## config.mk

```make
export PLATFORM = sky130hd
export DESIGN_NAME = store_size_unit
export DESIGN_NICKNAME = d
export VERILOG_FILES = /design/src/rtl/store_pkg.sv /design/src/rtl/byte_lane_merge.sv /design/src/rtl/store_size_unit.sv
export SDC_FILE = /design/constraint.sdc
export NUM_CORES = 1
export LEC_CHECK = 0
export ABC_AREA = 0
export CAP_MARGIN = 30
export CORE_ASPECT_RATIO = 0.9
export CORE_MARGIN = 10
export CORE_UTILIZATION = 46
export DETAILED_ROUTE_END_ITERATION = 16
export GPL_TIMING_DRIVEN = 0
export PLACE_DENSITY = 0.79
export SYNTH_ARGS = -nofsm -noshare
export SYNTH_HDL_FRONTEND = slang
export SYNTH_SLANG_ARGS = --single-unit
```

## constraint.sdc

```tcl
create_clock -name clk -period 5.5 [get_ports clk]
set_clock_uncertainty 0.2 [all_clocks]
set_input_delay 1.1 -clock clk [delete_from_list [all_inputs] [get_ports clk]]
set_output_delay 1.1 -clock clk [all_outputs]
set_load 0.02 [all_outputs]
```

## src/rtl/store_pkg.sv

```systemverilog
// Shared encodings for the store-narrowing datapath: size codes, FSM states
// and the alignment rule applied when a store is accepted.
package store_pkg;

    localparam logic [1:0] SZ_WORD = 2'b00;
    localparam logic [1:0] SZ_HALF = 2'b01;
    localparam logic [1:0] SZ_BYTE = 2'b10;
    localparam logic [1:0] SZ_RSVD = 2'b11;

    typedef enum logic [2:0] {
        IDLE,
        READ,
        WAIT,
        MERGE,
        WRITE,
        DONE,
        ERR
    } state_e;

    // Byte stores can never be misaligned; the reserved size always faults.
    function automatic logic store_err(input logic [1:0] size, input logic [1:0] offset);
        logic bad;
        bad = 1'b0;
        case (size)
            SZ_WORD: bad = (offset != 2'b00);
            SZ_HALF: bad = offset[0];
            SZ_BYTE: bad = 1'b0;
            default: bad = 1'b1;
        endcase
        return bad;
    endfunction

endpackage

```

## src/rtl/byte_lane_merge.sv

```systemverilog
// Combinational little-endian lane merge: overlays the low bits of new_i onto
// old_i at the lanes selected by size_i and offset_i.
module byte_lane_merge
    import store_pkg::*;
(
    input  logic [31:0] old_i,
    input  logic [31:0] new_i,
    input  logic [1:0]  size_i,
    input  logic [1:0]  offset_i,
    output logic [31:0] merged_o
);

    always_comb begin
        merged_o = old_i;
        case (size_i)
            SZ_WORD: merged_o = new_i;
            SZ_HALF: begin
                if (offset_i[1]) begin
                    merged_o[31:16] = new_i[15:0];
                end else begin
                    merged_o[15:0] = new_i[15:0];
                end
            end
            SZ_BYTE: merged_o[8*offset_i +: 8] = new_i[7:0];
            default: merged_o = old_i;
        endcase
    end

endmodule

```

## src/rtl/store_size_unit.sv

```systemverilog
// Multicycle store unit: word stores write directly, sub-word stores perform a
// read-modify-write of the containing word.
module store_size_unit
    import store_pkg::*;
(
    input  logic        clk,
    input  logic        reset,
    input  logic        start,
    input  logic [1:0]  size,
    input  logic [31:0] addr,
    input  logic [31:0] wdata,
    input  logic [31:0] mem_rdata,
    output logic [31:0] mem_addr,
    output logic        mem_wr,
    output logic [31:0] mem_wdata,
    output logic        busy,
    output logic        done,
    output logic        err
);

    state_e      state_q, state_d;
    logic [31:0] addr_q, addr_d;
    logic [31:0] wdata_q, wdata_d;
    logic [1:0]  size_q, size_d;
    logic [31:0] old_q, old_d;
    logic [31:0] merged_q, merged_d;
    logic [31:0] mem_wdata_q, mem_wdata_d;
    logic [31:0] merge_out;
    logic [31:0] wr_data;

    byte_lane_merge u_merge (
        .old_i    (old_q),
        .new_i    (wdata_q),
        .size_i   (size_q),
        .offset_i (addr_q[1:0]),
        .merged_o (merge_out)
    );

    assign wr_data = (size_q == SZ_WORD) ? wdata_q : merged_q;

    always_comb begin
        state_d     = state_q;
        addr_d      = addr_q;
        wdata_d     = wdata_q;
        size_d      = size_q;
        old_d       = old_q;
        merged_d    = merged_q;
        mem_wdata_d = mem_wdata_q;
        unique case (state_q)
            IDLE: begin
                if (start) begin
                    addr_d  = addr;
                    wdata_d = wdata;
                    size_d  = size;
                    if (store_err(size, addr[1:0])) begin
                        state_d = ERR;
                    end else if (size == SZ_WORD) begin
                        state_d = WRITE;
                    end else begin
                        state_d = READ;
                    end
                end
            end
            READ:  state_d = WAIT;
            WAIT: begin
                old_d   = mem_rdata;
                state_d = MERGE;
            end
            MERGE: begin
                merged_d = merge_out;
                state_d  = WRITE;
            end
            WRITE: begin
                mem_wdata_d = wr_data;
                state_d     = DONE;
            end
            DONE:    state_d = IDLE;
            ERR:     state_d = IDLE;
            default: state_d = IDLE;
        endcase
    end

    always_ff @(posedge clk or posedge reset) begin
        if (reset) begin
            state_q     <= IDLE;
            addr_q      <= '0;
            wdata_q     <= '0;
            size_q      <= '0;
            old_q       <= '0;
            merged_q    <= '0;
            mem_wdata_q <= '0;
        end else begin
            state_q     <= state_d;
            addr_q      <= addr_d;
            wdata_q     <= wdata_d;
            size_q      <= size_d;
            old_q       <= old_d;
            merged_q    <= merged_d;
            mem_wdata_q <= mem_wdata_d;
        end
    end

    // Strobes decode straight from state so an async reset kills them at once.
    assign mem_addr  = {addr_q[31:2], 2'b00};
    assign mem_wr    = (state_q == WRITE);
    assign mem_wdata = (state_q == WRITE) ? wr_data : mem_wdata_q;
    assign busy      = (state_q != IDLE);
    assign done      = (state_q == DONE) || (state_q == ERR);
    assign err       = (state_q == ERR);

endmodule

```

==> results of run 1 <==
## cell usage in the layout (no fill, tap or decap), drive strengths merged, types with 10 or more instances in the layout
cell type / instances
clkdlybuf4s50: 166
dfrtp: 165
mux2: 87
buf: 74
nor2: 51
nand2: 47
mux2i: 39
a21oi: 37
o21ai: 35
clkbuf: 27
a221oi: 23
o22ai: 15
inv: 13
a211oi: 10
o31ai: 10
## cell families (layout without fill, tap and decap cells)
logic type | Yosys count | after routing
buf+inv | 93 | 293
mux | 126 | 126
simple gates | 126 | 126
flops | 165 | 165
other cells | 1 | 2
xor+xnor | 1 | 1
fa+ha+maj | 5 | 5
compound gates | 163 | 163
## power breakdown
group | switching, mW | leakage [nW] | total, mW | internal, mW
logic | 1.81 | 2.17 | 3.49 | 1.68
registers | 0.525 | 1.95 | 2.36 | 1.84
clock network | 0.481 | 0.298 | 1.26 | 0.775
## flip-flops by register name (all words and copies together) (netlist names)
name         count
addr_q          32
merged_q        32
old_q           32
wdata_q         32
mem_wdata_q     32
size_q           2
state_q          3
## worst max-delay path, cell delays in order (launching register included)
cell	delay (ns)
dfrtp_1	0.43
buf_4	0.20
nor3b_2	0.21
buf_2	0.29
buf_2	0.32
nor2_1	0.08
a21oi_1	0.16
clkdlybuf4s50_1	0.66
## area by class of cell
class,count,area [sq um],area share (%)
sequential,165,4129,39.40
multi-input combinational,423,3168,30.23
timing repair buffer,170,1742,16.62
buffer,77,501.7,4.787
clock buffer,20,456.7,4.358
tap,211,264.0,2.519
clock inverter,10,155.1,1.480
inverter,16,63.81,0.6089
## worst max-delay path by stage
stage               start       endpoint  slack, ns  depth (start not counted)
5_1_grt        state_q[1]  mem_wdata[18]       1.24                          7
4_1_cts        state_q[1]  mem_wdata[28]       1.41                          7
3_5_place_dp   state_q[1]  mem_wdata[28]       1.87                          7
3_3_place_gp        reset    merged_q[5]       0.67                          2
2_1_floorplan       reset      addr_q[0]       2.10                          1
6_report       state_q[1]  mem_wdata[29]       1.41                          7
## routing by layer
metal  wire length, microns  vias to the layer above  share of wire [%]  global-route usage (%)
met3                   2547                       37                 11                   8.076
met1                   9971                     3175                 43                   28.42
li1                       -                     2810                  -                       -
met2                  10340                      318                 44                   30.04
met4                    389                        0                1.7                   5.015
met5                      0                        -                  0                       0
## Yosys cell counts (6+ instances only)
cell type / number
mux2_1: 16
a221o_1: 6
nor2_1: 50
o221ai_1: 9
a31oi_1: 8
clkbuf_1: 7
o21ai_1: 12
dfrtp_1: 165
o31ai_1: 10
nand2_1: 47
buf_2: 26
a21oi_1: 37
mux2_2: 71
buf_4: 38
a22oi_1: 7
o21ai_0: 23
mux2i_1: 39
a211oi_1: 10
a221oi_1: 23
inv_1: 12
o22ai_1: 15
## stage by stage
stage / hold WS (ns) / setup slack, ns
after CTS: 0.2793 / 1.407
after floorplan: 0.2478 / 2.101
final: 0.2823 / 1.406
after global routing: 0.2986 / 1.240
after detailed placement: 0.2649 / 1.873
after global placement: 0.2599 / 0.6667
==> results.sh, run 1 <==
export IMPL_die_h_microns=144.0
export IMPL_drc=0
export IMPL_rsz0062_at_grt="false"
export IMPL_finalWeightedCongestion=0.9278
export IMPL_r2r_start="addr_q[0]"
export IMPL_reg2reg_depth=6
export IMPL_numCtsBuffers=17
export IMPL_ys_warn_count=0
export IMPL_grt_max_degree=40
export IMPL_io_pins=169
export IMPL_synth_edf_count=0
export IMPL_antenna_left=0
export IMPL_total_power_mw=7.107
export IMPL_vdd_drop_max_v=0.0003664
export IMPL_nFillCells=1353
export IMPL_path_clk_slew_ns=0.06
export IMPL_cp_required_ns=4.20
export IMPL_seq_area_frac_synth_pct=52.56
export IMPL_synth_ff_latch_count=165
export IMPL_antenna_found_initial=0
export IMPL_timing_rr_end="merged_q[23]"
export IMPL_insertion_delay_ns=0.43
export IMPL_status="finished, final reports clean"
export IMPL_cts_setup_buffers=0
export IMPL_synthDistinctLibCells=51
export IMPL_start_util_pct=46.66
export IMPL_synth_cell_area_sq_um=7855
export IMPL_die_w_microns=157.7
export IMPL_finalCritPeriodShare_pct=74.44
export IMPL_vias=6340
export IMPL_via_per_inst=5.806
export IMPL_syn_inst=680
export IMPL_insertedDiodeCount=0
export IMPL_cts_hold_buf=0
export IMPL_die_area_sq_um=22710
export IMPL_yosysTopAreaCellShare_pct=52.56
export IMPL_synthFlopType="dfrtp_1"
export IMPL_routed_wl_microns=23250
export IMPL_cts_max_level=4
export IMPL_dp_cells=1062
export IMPL_synthXorXnorAreaFrac_pct=0.1115
export IMPL_synth_compound_area_share_pct=13.67
export IMPL_avgSynthCellArea_sq_um=11.55
export IMPL_rows=45
export IMPL_final_max_slew_violation_count=0
export IMPL_routedWlPerCell_microns=21.29
export IMPL_maxCapViolations=0
export IMPL_hold_violations=0
export IMPL_core_area_sq_um=16830
export IMPL_synthArstFlopShare_pct=100.0
export IMPL_synth_area_leaders="dfrtp_1 (53%), mux2_2 (10%), mux2i_1 (5.0%)"
export IMPL_cts_max_path_buffers=2
export IMPL_drt_iter0_markers=609
export IMPL_synth_simple_area_share_pct=8.219
export IMPL_ff2ff_setup_slack_ns=2.94
export IMPL_cts_root_buf="clkbuf_16"
export IMPL_min_from="merged_q[3]"
export IMPL_synth_mux_area_fraction_pct=17.44
export IMPL_hold_depth=2
export IMPL_grt_usage_pct=20.72
export IMPL_synth_area_leader_cell="dfrtp_1"
export IMPL_relSlewSlack_pct=47.12
export IMPL_dpl_hpwl_microns=16730
export IMPL_areaGrowthSynthToFinish_pct=33.42
export IMPL_min_to="merged_q[3]"
export IMPL_cts_sinks=165
export IMPL_post_cts_resized=0
export IMPL_arrival_ns=2.79
export IMPL_drive_gt1_share_pct=21.23
export IMPL_cp_max_fo=10
export IMPL_final_area_sq_um=10480
export IMPL_tightest_slew_ns=0.7915
export IMPL_setup_viol=0
export IMPL_fmaxAchievable_ghz=0.2443
export IMPL_timing_setup_critical_path_class="reg -> out"
export IMPL_drt_first_pass_iters=5
export IMPL_placed_area_sq_um=9868
export IMPL_hold_path_class="reg -> reg"
export IMPL_final_cells=1092
export IMPL_p_per_area_nw_per_um2=678.1
export IMPL_grt_pass1_wl_microns=36490
export IMPL_timing_setup_tns_ns=0
export IMPL_synth_fa_ha_area_share_pct=0.7964
export IMPL_cts_tree="yes"
export IMPL_port_buffers=166
export IMPL_final_util_pct=62.25
export IMPL_grt_pass1_vias=6415
export IMPL_fin_nets=976
export IMPL_cp_end_kind="output pin"
export IMPL_synth_top_family_by_area="multiplexers"
export IMPL_period_minus_slack_ns=4.094
export IMPL_p_leak_nw=4.420
export IMPL_grt_overflow=0
export IMPL_startpoint_type="flip-flop"
No activity file was read; power rests on OpenSTA's default activity.
==> run 2: changes to the inputs <==
==> constraint.sdc (replaced) <==
create_clock -name clk -period 3.45 [get_ports clk]
set_clock_uncertainty 0.2 [all_clocks]
set_input_delay 0.69 -clock clk [delete_from_list [all_inputs] [get_ports clk]]
set_output_delay 0.69 -clock clk [all_outputs]
set_load 0.02 [all_outputs]
==> run 2 against run 1 <==
Non-clock buffer count stayed put. Global-route usage hardly changed. Via count is 0.66% lower. Power is 58% higher. Clock power is 59% higher. Combinational power is 57% higher. Cell count stayed put. Hold slack worse by 0.0047 ns. Setup slack worse by 1.3 ns. Critical endpoint is now mem_wr.
==> results.sh, run 2 (synthesis gave the netlist of run 1 again) <==
export IMPL_critPathCapture="mem_wr"
export IMPL_timing_rr_end="merged_q[23]"
export IMPL_port_buffers=166
export IMPL_finalCritPeriodShare_pct=97.06
export IMPL_cts_setup_buffers=0
export IMPL_antenna_found_initial=0
export IMPL_routed_wl_microns=23290
export IMPL_p_per_area_nw_per_um2=1071
export IMPL_numCtsBuffers=17
export IMPL_routedWlPerCell_microns=21.33
export IMPL_fmaxAchievable_ghz=0.2986
export IMPL_critPathLaunch="state_q[1]"
export IMPL_cts_max_path_buffers=2
export IMPL_fin_nets=976
export IMPL_maxCapViolations=0
export IMPL_rsz0062_at_grt="false"
export IMPL_final_cell_mix="dfrtp_1 (165), clkdlybuf4s50_1 (142), mux2_2 (71)"
export IMPL_post_cts_resized=23
export IMPL_die_w_microns=157.7
export IMPL_io_pins=169
export IMPL_arrival_ns=2.46
export IMPL_total_power_mw=11.24
export IMPL_vdd_drop_max_v=0.0005883
export IMPL_status="finished, final reports clean"
export IMPL_drc=0
export IMPL_core_area_sq_um=16830
export IMPL_grt_max_degree=40
export IMPL_relSlewSlack_pct=46.88
export IMPL_grt_usage_pct=20.73
export IMPL_path_clk_slew_ns=0.06
export IMPL_die_area_sq_um=22710
export IMPL_swShare_pct=40.00
export IMPL_startpoint_type="flip-flop"
export IMPL_ff2ff_setup_slack_ns=0.90
export IMPL_vias=6298
export IMPL_r2r_start="addr_q[0]"
export IMPL_grt_overflow=0
export IMPL_hold_path_class="reg -> reg"
export IMPL_cts_hold_buf=0
export IMPL_drt_iter0_markers=632
export IMPL_p_int_mw=6.743
export IMPL_die_h_microns=144.0
export IMPL_cts_tree="yes"
export IMPL_nFillCells=1359
export IMPL_cp_end_kind="output pin"
export IMPL_areaGrowthSynthToFinish_pct=33.59
export IMPL_antenna_left=0
export IMPL_final_max_slew_violation_count=0
export IMPL_final_common_cell="dfrtp_1"
export IMPL_via_per_inst=5.767
export IMPL_cp_required_ns=2.56
export IMPL_hold_depth=2
export IMPL_hold_violations=0
export IMPL_insertedDiodeCount=0
export IMPL_tightest_slew_ns=0.7952
export IMPL_drt_first_pass_iters=6
export IMPL_power_switching_mw=4.495
export IMPL_finalWeightedCongestion=0.9278
export IMPL_grt_pass1_vias=6391
export IMPL_cts_root_buf="clkbuf_16"
export IMPL_period_minus_slack_ns=3.349
export IMPL_power_frac_comb_pct=48.7
export IMPL_dpl_hpwl_microns=16730
export IMPL_rows=45
export IMPL_start_util_pct=46.66
export IMPL_grt_pass1_wl_microns=36490
export IMPL_reg2reg_depth=6
export IMPL_drive_gt1_share_pct=21.34
export IMPL_setup_viol=0
export IMPL_timing_setup_critical_path_class="reg -> out"
export IMPL_cts_sinks=165
export IMPL_seqPwrFrac_pct=33.5
export IMPL_timing_setup_tns_ns=0
export IMPL_cts_max_level=4
export IMPL_p_leak_nw=4.487
export IMPL_cp_max_fo=10
export IMPL_insertion_delay_ns=0.43
export IMPL_clock_power_share_pct=17.8
run 2: routing by layer:
metal / up-vias / GRT usage (%) / share of wire, % / wire length, microns
met4: 0 / 4.867 / 1.3 / 313
met2: 330 / 30.11 / 45 / 10380
li1: 2806 / - / - / -
met1: 3128 / 28.48 / 42 / 9800
met5: - / 0 / 0 / 0
met3: 34 / 8.017 / 12 / 2800
run 2: power groups by stage:
| stage | Clock (mW) | Combinational [mW] | Sequential (mW) |
|---|---|---|---|
| floorplan | 0 | 3.77 | 3.41 |
| global placement | 0 | 5.41 | 3.71 |
| detailed placement | 0 | 5.53 | 3.75 |
| CTS | 2.03 | 5.49 | 3.73 |
| global route | 2.10 | 5.95 | 3.86 |
| finish | 2.00 | 5.47 | 3.76 |
run 2: how the worst min path moves through the flow:
stage | start | to | slack [ns]
after floorplan | merged_q[0] | merged_q[0] | 0.25
after global placement | merged_q[1] | merged_q[1] | 0.26
after detailed placement | merged_q[7] | merged_q[7] | 0.26
after CTS | merged_q[3] | merged_q[3] | 0.28
after global routing | merged_q[12] | merged_q[12] | 0.30
final | merged_q[3] | merged_q[3] | 0.28
run 2: layout make-up:
cell class | instances | area, sq um | area share, %
timing repair buffer | 170 | 1734 | 16.53
tap | 211 | 264.0 | 2.516
clock inverter | 10 | 155.1 | 1.478
buffer | 77 | 518.0 | 4.936
sequential | 165 | 4129 | 39.35
inverter | 16 | 63.81 | 0.6081
multi-input combinational | 423 | 3173 | 30.24
clock buffer | 20 | 456.7 | 4.352
run 2: critical path, cell delays in order (launching register included):
cell and delay [ns]:
dfrtp_1 0.43, buf_4 0.20, nor3b_2 0.22, buf_4 0.24, buf_2 0.26, clkdlybuf4s50_1 0.67
run 2: per-stage QoR:
stage	hold WS, ns	util [%]	cells	setup WS (ns)	instance area [sq um]
floorplan	0.2478	-	681	0.4612	7863
global placement	0.2599	58.14	1058	-0.9733	9788
detailed placement	0.2649	58.62	1062	0.2329	9868
CTS	0.2793	62.19	1092	0.02072	10470
global route	0.2986	62.33	1092	0.01070	10490
finish	0.2776	62.33	1092	0.1014	10490
==> run 3: changes to the inputs <==
--- a/config.mk
+++ b/config.mk
@@ -16,3 +16,4 @@
 export SYNTH_ARGS = -nofsm -noshare
 export SYNTH_HDL_FRONTEND = slang
 export SYNTH_SLANG_ARGS = --single-unit
+export TNS_END_PERCENT = 100
==> results of run 3 <==
The final DEF is identical to that of run 2; final timing and power are the same.
